[src/rtl/anita_deadtime_pkg.sv]
// Shared types and constants for the ANITA trigger-path deadtime generator.
package anita_deadtime_pkg;

  typedef enum logic [1:0] {
    ST_LIVE    = 2'd0,
    ST_HOLDOFF = 2'd1,
    ST_BLOCKED = 2'd2
  } state_t;

  localparam int CAUSE_HOLDOFF  = 0;
  localparam int CAUSE_FULL     = 1;
  localparam int CAUSE_DISABLED = 2;
  localparam int CAUSE_PPS      = 3;

  localparam logic [3:0] CAUSE_RESET = 4'b0100;

endpackage

[src/rtl/anita_holdoff_timer.sv]
// Loadable down-counter that saturates at zero; busy while nonzero.
// o_busy_next exposes the value busy will take after the coming edge.
module anita_holdoff_timer #(
  parameter int W = 8
) (
  input  logic         clk250_i,
  input  logic         rst_i,
  input  logic         i_load,
  input  logic [W-1:0] i_value,
  output logic         o_busy,
  output logic         o_busy_next
);

  logic [W-1:0] r_count;
  logic [W-1:0] w_count_next;

  // NOTE: every path assigns w_count_next, so no latch is inferred.
  always_comb begin
    if (i_load)
      w_count_next = i_value;
    else if (r_count != '0)
      w_count_next = r_count - 1'b1;
    else
      w_count_next = r_count;
  end

  // NOTE: state uses non-blocking assignments so all flops update together.
  always_ff @(posedge clk250_i or posedge rst_i) begin
    if (rst_i) r_count <= '0;
    else       r_count <= w_count_next;
  end

  assign o_busy      = (r_count != '0);
  assign o_busy_next = (w_count_next != '0);

endmodule

[src/rtl/anita_deadtime_gen.sv]
// Trigger-path dead flag generator: holdoff, buffer full, run disable and
// optional PPS veto (enabled by defining DEADTIME_PPS_VETO_EN).
module anita_deadtime_gen
  import anita_deadtime_pkg::*;
#(
  parameter int NBUF      = 4,
  parameter int HOLDOFF_W = 8,
  parameter int PPS_VETO  = 63
) (
  input  logic                      clk250_i,
  input  logic                      rst_i,
  input  logic                      trig_i,
  input  logic                      buf_done_i,
  input  logic [HOLDOFF_W-1:0]      holdoff_i,
  input  logic                      disable_i,
`ifdef DEADTIME_PPS_VETO_EN
  input  logic                      pps_i,
`endif
  output logic                      trig_accept_o,
  output logic                      dead_o,
  output logic [$clog2(NBUF+1)-1:0] occupancy_o,
  output logic [3:0]                dead_cause_o,
  output logic                      err_underflow_o
);

  localparam int OCC_W = $clog2(NBUF + 1);

  state_t           r_state;
  state_t           w_state_next;
  logic [OCC_W-1:0] r_occ;
  logic [OCC_W-1:0] w_occ_next;
  logic             r_accept;
  logic             r_full;
  logic             r_disabled;
  logic             r_dead;
  logic             r_err;

  logic w_accept;
  logic w_underflow;
  logic w_full_next;
  logic w_block_next;
  logic w_hold_busy;
  logic w_hold_next;
  logic w_veto_busy;
  logic w_veto_next;

  assign w_accept = trig_i && !r_dead;

  anita_holdoff_timer #(.W(HOLDOFF_W)) u_holdoff (
    .clk250_i    (clk250_i),
    .rst_i       (rst_i),
    .i_load      (w_accept),
    .i_value     (holdoff_i),
    .o_busy      (w_hold_busy),
    .o_busy_next (w_hold_next)
  );

`ifdef DEADTIME_PPS_VETO_EN
  localparam int VETO_W = $clog2(PPS_VETO + 1);

  // Reloading on every pps_i restarts an active veto window.
  anita_holdoff_timer #(.W(VETO_W)) u_pps_veto (
    .clk250_i    (clk250_i),
    .rst_i       (rst_i),
    .i_load      (pps_i),
    .i_value     (VETO_W'(PPS_VETO)),
    .o_busy      (w_veto_busy),
    .o_busy_next (w_veto_next)
  );
`else
  logic w_unused_pps_veto;
  assign w_unused_pps_veto = ^PPS_VETO;
  assign w_veto_busy       = 1'b0;
  assign w_veto_next       = 1'b0;
`endif

  // An accept coinciding with a release cancels out, even at zero occupancy.
  always_comb begin
    w_occ_next  = r_occ;
    w_underflow = 1'b0;
    if (w_accept && !buf_done_i) begin
      w_occ_next = r_occ + 1'b1;
    end else if (buf_done_i && !w_accept) begin
      if (r_occ == '0) w_underflow = 1'b1;
      else             w_occ_next  = r_occ - 1'b1;
    end
  end

  assign w_full_next  = (w_occ_next >= OCC_W'(NBUF));
  assign w_block_next = w_full_next || disable_i || w_veto_next;

  // A running holdoff keeps ownership of the state until its timer expires.
  always_comb begin
    if (w_block_next)
      w_state_next = (r_state == ST_HOLDOFF && w_hold_next) ? ST_HOLDOFF : ST_BLOCKED;
    else if (w_hold_next)
      w_state_next = ST_HOLDOFF;
    else
      w_state_next = ST_LIVE;
  end

  always_ff @(posedge clk250_i or posedge rst_i) begin
    if (rst_i) begin
      r_state    <= ST_BLOCKED;
      r_dead     <= 1'b1;
      r_disabled <= 1'b1;
      r_full     <= 1'b0;
      r_occ      <= '0;
      r_accept   <= 1'b0;
      r_err      <= 1'b0;
    end else begin
      r_state    <= w_state_next;
      r_dead     <= (w_state_next != ST_LIVE);
      r_disabled <= disable_i;
      r_full     <= w_full_next;
      r_occ      <= w_occ_next;
      r_accept   <= w_accept;
      r_err      <= r_err || w_underflow;
    end
  end

  assign trig_accept_o   = r_accept;
  assign dead_o          = r_dead;
  assign occupancy_o     = r_occ;
  assign err_underflow_o = r_err;

  always_comb begin
    dead_cause_o                 = '0;
    dead_cause_o[CAUSE_HOLDOFF]  = w_hold_busy;
    dead_cause_o[CAUSE_FULL]     = r_full;
    dead_cause_o[CAUSE_DISABLED] = r_disabled;
    dead_cause_o[CAUSE_PPS]      = w_veto_busy;
  end

endmodule

[config.mk]
export PLATFORM = sky130hd
export DESIGN_NAME = anita_deadtime_gen
export DESIGN_NICKNAME = d
export VERILOG_FILES = /design/src/rtl/anita_deadtime_pkg.sv /design/src/rtl/anita_holdoff_timer.sv /design/src/rtl/anita_deadtime_gen.sv
export SDC_FILE = /design/constraint.sdc
export NUM_CORES = 1
export LEC_CHECK = 0
export ABC_AREA = 1
export CAP_MARGIN = 10
export CORE_MARGIN = 8
export CORE_UTILIZATION = 53
export CTS_CLUSTER_DIAMETER = 100
export DETAILED_ROUTE_END_ITERATION = 10
export PLACE_DENSITY = 0.85
export SLEW_MARGIN = 20
export SYNTH_ARGS = -nofsm -noshare
export SYNTH_HDL_FRONTEND = slang
export SYNTH_SLANG_ARGS = --single-unit
[constraint.sdc]
create_clock -name clk250_i -period 2.2 [get_ports clk250_i]
set_input_delay 0.22 -clock clk250_i [delete_from_list [all_inputs] [get_ports clk250_i]]
set_output_delay 0.22 -clock clk250_i [all_outputs]
set_load 0.01 [all_outputs]
* Yosys cells after proc, flatten, opt, wreduce, memory -nomap -nowiden
Cells that the tools add are included.
** Storage, ports and cells
- Flip-flop bits (word level) :: 18
- Bits of input ports :: 13
** Cells by class
- Eq/ne operators :: 1
- Add/sub/neg operators :: 3
- Reduce and logical (&&, ||, !) cells :: 13
- Order comparisons :: 1
- Muxes and demuxes :: 11
** Operators by type and width (count)
- two-way mux 8 bit :: 2
- nonzero test 8 bit :: 2
- two-way mux 3 bit :: 3
- subtractor 8 x 1 -> 8 bit (second input constant) :: 1
- logical AND 1 bit :: 4
- two-way mux 1 bit :: 4
- two-way mux 2 bit :: 2
- adder 3 x 1 -> 3 bit (second input constant) :: 1
- >= comparator 3 bit (second input constant) :: 1
- logical NOT 1 bit :: 3
- logical NOT 3 bit :: 1
- subtractor 3 x 1 -> 3 bit (second input constant) :: 1
- equality test 2 x 1 -> 1 bit (second input constant) :: 1
- logical OR 1 bit :: 2
- nonzero test 2 bit :: 1

* Longest topological paths before layout
- Depth in word-level cells :: 10
- Depth in mapped cells :: 11
- Mapped depth without buffers :: 11

* Modules after synthesis
Synthesis repeated with hierarchy kept, for this count alone.
** Unflattened totals
- Cells, all modules :: 142
- Area, all modules :: 1066.0 um2
** By module, submodules not included
- anita_holdoff_timer :: instances 1, cells an instance 83, sequential area each 200.2 um2, area an instance 603.1 um2
- anita_deadtime_gen :: instances 1, cells an instance 59, sequential area each 177.7 um2, area an instance 462.9 um2

* Worst setup path after synthesis
OpenSTA, ideal clock, no wires.
- Kind :: register to register
- Start :: register u_holdoff.r_count[0]
- End :: register r_dead, in the netlist dead_o
- Cell stages (with the launch flop) :: 12
- Data required time :: 2.123 ns
- Buffers on the path :: 0
- Clock period less this slack :: 1.470 ns
- Data arrival time :: 1.393 ns
- Setup slack :: 0.730 ns
- Cell sequence :: dfrtp_1 -> inv_1 -> ha_1 -> inv_1 -> nor2_1 -> nand2_4 -> nand2_1 -> nand3_1 -> nand2_1 -> nand2_1 -> nor2_1 -> nand2_1
** On the way
- Longest elaborated chain between the ends :: 8
- Elaborated cells between the ends (all ways) :: 10
** Ends and longest elaborated chain
- from (decl) :: line anita_holdoff_timer.sv:14 : logic [W-1:0] r_count;
- from (signal assigned) :: line anita_holdoff_timer.sv:30 : else r_count <= w_count_next;
- nonzero test 8 bit (*)
- via u_holdoff.o_busy :: line anita_holdoff_timer.sv:10 : output logic o_busy,
- two-way mux 8 bit (*) :: line anita_holdoff_timer.sv:21 : else if (r_count != '0)
- two-way mux 8 bit (*) :: line anita_holdoff_timer.sv:19 : if (i_load)
- nonzero test 8 bit (*) :: line anita_holdoff_timer.sv:34 : assign o_busy_next = (w_count_next != '0);
- logical AND 1 bit :: line anita_deadtime_gen.sv:95 : w_state_next = (r_state == ST_HOLDOFF && w_hold_next) ? ST_HOLDOFF : ST_BLOCKED;
- two-way mux 2 bit :: line anita_deadtime_gen.sv:95
- two-way mux 2 bit (*) :: line anita_deadtime_gen.sv:94 : if (w_block_next)
- nonzero test 2 bit (*) :: line anita_deadtime_gen.sv:113 : r_dead <= (w_state_next != ST_LIVE);
- to (signal assigned) :: line anita_deadtime_gen.sv:113
- to (decl) :: line anita_deadtime_gen.sv:35 : logic r_dead;
Mark *: on every way through the listed nets, which the timed path passes. The rest lies on a longest branch.

* Worst setup path after layout
- Start :: register u_holdoff.r_count[1]
- End :: output dead_cause_o[0]
** On the way
- Longest elaborated chain between the ends :: 1
** Ends and longest elaborated chain
- nonzero test 8 bit :: line anita_holdoff_timer.sv:33 : assign o_busy = (r_count != '0);
- to (decl) :: line anita_deadtime_gen.sv:22 : output logic [3:0] dead_cause_o,
No other way between the ends.

==> load_flow_metrics.sql <==
INSERT INTO impl_metrics (metric_group, metric, value, unit) VALUES
('status', 'outcome', 'complete, no violations', ''),
('sta', 'report.final.slew_viol_count', '0', ''),
('global_route', 'initial_antenna_violation_count', '0', ''),
('sta', 'period_minus_slack', '2.055', 'ns'),
('floorplanning', 'row_count', '16', ''),
('sta', 'grt_setup_unrepaired', 'no', ''),
('critical_path', 'critical_path.cell_chain', 'inv_1, ha_1, inv_1, nor2_1, nand2_4, clkdlybuf4s50_1', ''),
('clock_network', 'clk-insertion-delay-late', '0.29', 'ns'),
('synthesis', 'netlist_instances', '142', ''),
('critical_path', 'timing.setup.critical_path_class', 'reg2out', ''),
('clock_network', 'clk_root_buffer_cell', 'clkbuf_4', ''),
('sta', 'worst-slew-pin-transition', '0.5661', 'ns'),
('floorplanning', 'core_region_area', '1922', 'µm²'),
('synthesis', 'synth_seq_cells', '15', ''),
('global_route', 'grt_usage', '13.08', '%'),
('global_route', 'wire_length_of_the_first_global_routing_pass', '3712', 'µm'),
('clock_network', 'cts_tree', 'yes', ''),
('routing', 'antenna_left', '0', ''),
('final_layout', 'final_common_cell', 'nand2_1', ''),
('critical_path', 'worst_ep_required_time', '1.98', 'ns'),
('synthesis', 'syn_nets', '160', ''),
('synthesis', 'syn-mean-instance-area', '7.437', 'µm²'),
('critical_path', 'worst_r2r_path_depth', '11', ''),
('sta', 'finalSetupViolations', '0', ''),
('critical_path', 'type_of_element_launching_the_critical_path', 'register', ''),
('synthesis', 'synth.area.top_cells', 'dfrtp_1 31%, nand2_1 15%, inv_1 7.8%, ha_1 5.9%, dfstp_2 5.0%', ''),
('place', 'place_hpwl', '1855', 'µm'),
('critical_path', 'cp_slowest_stage_delay', '0.48', 'ns'),
('floorplanning', 'initial_core_util', '54.95', '%'),
('place', 'io_buffer_count', '21', ''),
('critical_path', 'r2r-end', 'dead_o', ''),
('power_and_ir_drop', 'p_leak', '0.6991', 'nW'),
('final_layout', 'area_growth_syn_to_layout', '22.16', '%'),
('global_route', 'first_global_vias', '916', ''),
('sta', 'totalNegativeSetupSlack', '0', 'ns'),
('synthesis', 'yosysTopAreaCellShare', '30.81', '%'),
('sta', 'slew_headroom', '62.22', '%'),
('clock_network', 'cts.htree.levels', '1', ''),
('final_layout', 'final_cell_mix', '43 x nand2_1, 21 x inv_1, 21 x clkdlybuf4s50_1, 13 x dfrtp_1, 11 x nor2_1', ''),
('routing', 'totalWireLength', '2217', 'µm'),
('critical_path', 'cp-startpoint', 'u_holdoff.r_count[1]', ''),
('sta', 'post_route_setup_slack', '0.1445', 'ns'),
('synthesis', 'synthesis.area', '1056', 'µm²'),
('routing', 'routed_via_density', '4.831', ''),
('power_and_ir_drop', 'power.density', '1208', 'nW/µm²'),
('routing', 'detail_route.iter0.violations', '12', ''),
('critical_path', 'critical_path_sink', 'dead_cause_o[0]', ''),
('clock_network', 'cts_max_path_buffers', '2', ''),
('sta', 'final.setup_skew', '0.003986', 'ns'),
('routing', 'dr_total_vias', '913', ''),
('sta', 'finalHoldViolCount', '0', ''),
('global_route', 'grt_max_degree', '16', ''),
('clock_network', 'numClockSinks', '15', ''),
('critical_path', 'timing.rr.start', 'u_holdoff.r_count[1]', ''),
('critical_path', 'crit_top_cell', 'inv_1', ''),
('power_and_ir_drop', 'totalPowerFinal', '1.558', 'mW'),
('worst_hold_path', 'hold_path.class', 'in2async', ''),
('final_layout', 'finalNetCount', '181', ''),
('power_and_ir_drop', 'power.ir.vdd_worst', '0.6249', 'mV'),
('synthesis', 'synth_top_area_cell', 'dfrtp_1', ''),
('critical_path', 'worst_setup_path_end_kind', 'output port', ''),
('critical_path', 'crit_slowest_cell', 'clkdlybuf4s50_1', ''),
('critical_path', 'reg2reg_setup_slack', '0.61', 'ns'),
('floorplanning', 'floorplan.die_area', '3677', 'µm²'),
('routing', 'drt-pass1-iter-count', '4', ''),
('routing', 'drc_errors', '0', ''),
('final_layout', 'antenna-diode-count', '0', ''),
('routing', 'routed_wire_length_per_instance', '11.73', 'µm'),
('clock_network', 'cts-buffers-inserted', '3', ''),
('final_layout', 'final_core_util', '67.12', '%'),
('floorplanning', 'die_h', '60.64', 'µm');
-- power breakdown --
group | leakage [nW] | switching (mW) | internal [mW] | total (mW)
sequential | 0.179 | 0.109 | 0.382 | 0.491
clock | 0.0177 | 0.0893 | 0.0676 | 0.157
combinational | 0.503 | 0.545 | 0.365 | 0.910
total | 0.699 | 0.743 | 0.814 | 1.56
-- worst max-delay path: cells and delay by family, from the launching register on --
family / cells / cell delay [ns]
buf+inv: 3 / 0.63
fa+ha+maj: 1 / 0.22
flops: 1 / 0.41
simple gates: 2 / 0.28
-- routing by layer --
| metal | GRT usage [%] | wire length [µm] |
|---|---|---|
| met5 | 0 | 0 |
| met4 | 5.980 | 38 |
| met3 | 2.119 | 61 |
| met2 | 24.59 | 1253 |
| met1 | 13.74 | 863 |
-- registers in the layout (all words and copies together), names as in the netlist --
| signal | flops |
|---|---|
| u_holdoff.r_count | 8 |
| occupancy_o | 2 |
| dead_o | 1 |
| err_underflow_o | 1 |
| r_disabled | 1 |
| r_full | 1 |
| trig_accept_o | 1 |
-- final cells by class --
| class | count | area, µm² |
|---|---|---|
| clock buffers | 3 | 22.52 |
| clock inverters | 1 | 5.005 |
| fillers | 176 | 631.9 |
| inverters | 25 | 93.84 |
| multi-input cells | 97 | 546.8 |
| flip-flops and latches | 15 | 377.9 |
| well taps | 27 | 33.78 |
| repair buffers | 21 | 210.2 |
-- metrics by stage --
stage	area (µm²)	hold slack, ns	cells
after floorplan	1056	0.1200	142
after CTS	1290	0.3054	189
final	1290	0.2782	189
after detailed placement	1262	0.4863	185
after global routing	1290	0.3478	189
after global placement	1262	0.4613	185
-- Yosys cell counts --
library cell,number
nand3_4,1
nor2_4,3
nor2_8,1
nand3b_1,1
nor2_1,11
nand2_4,2
o21ai_1,2
a21oi_1,5
nand3_1,8
inv_2,3
buf_4,5
nand3_2,2
xor2_1,2
nor2_2,2
nand2_1,43
ha_1,5
conb_1,1
dfrtp_1,13
o21bai_1,1
nand4_1,2
or2_0,2
dfstp_2,2
or2_2,1
inv_1,22
nand2_2,2
-- how the worst min path moves through the flow --
stage                                from               to  slack [ns]
after floorplan                     rst_i  err_underflow_o        0.12
after global placement    err_underflow_o  err_underflow_o        0.46
after detailed placement  err_underflow_o  err_underflow_o        0.49
after CTS                           rst_i    trig_accept_o        0.31
after global routing                rst_i   occupancy_o[0]        0.35
final                               rst_i    trig_accept_o        0.28
-- repair_timing --
action | 4_1_cts | 5_1_grt
hold buffers | 0 | 0
resized for setup | 0 | 1
setup endpoints to repair | 0 | 1
-- cells by family (layout without fill, tap and decap cells) --
group	after synthesis	after routing	synth area share [%]
fa+ha+maj	5	5	5.924
other cells	1	1	0.3551
compound gates	8	8	4.028
xor+xnor	2	2	1.659
flops	15	15	35.78
buf+inv	30	50	12.44
simple gates	81	81	39.81
Power figures use the tool's default switching activity.
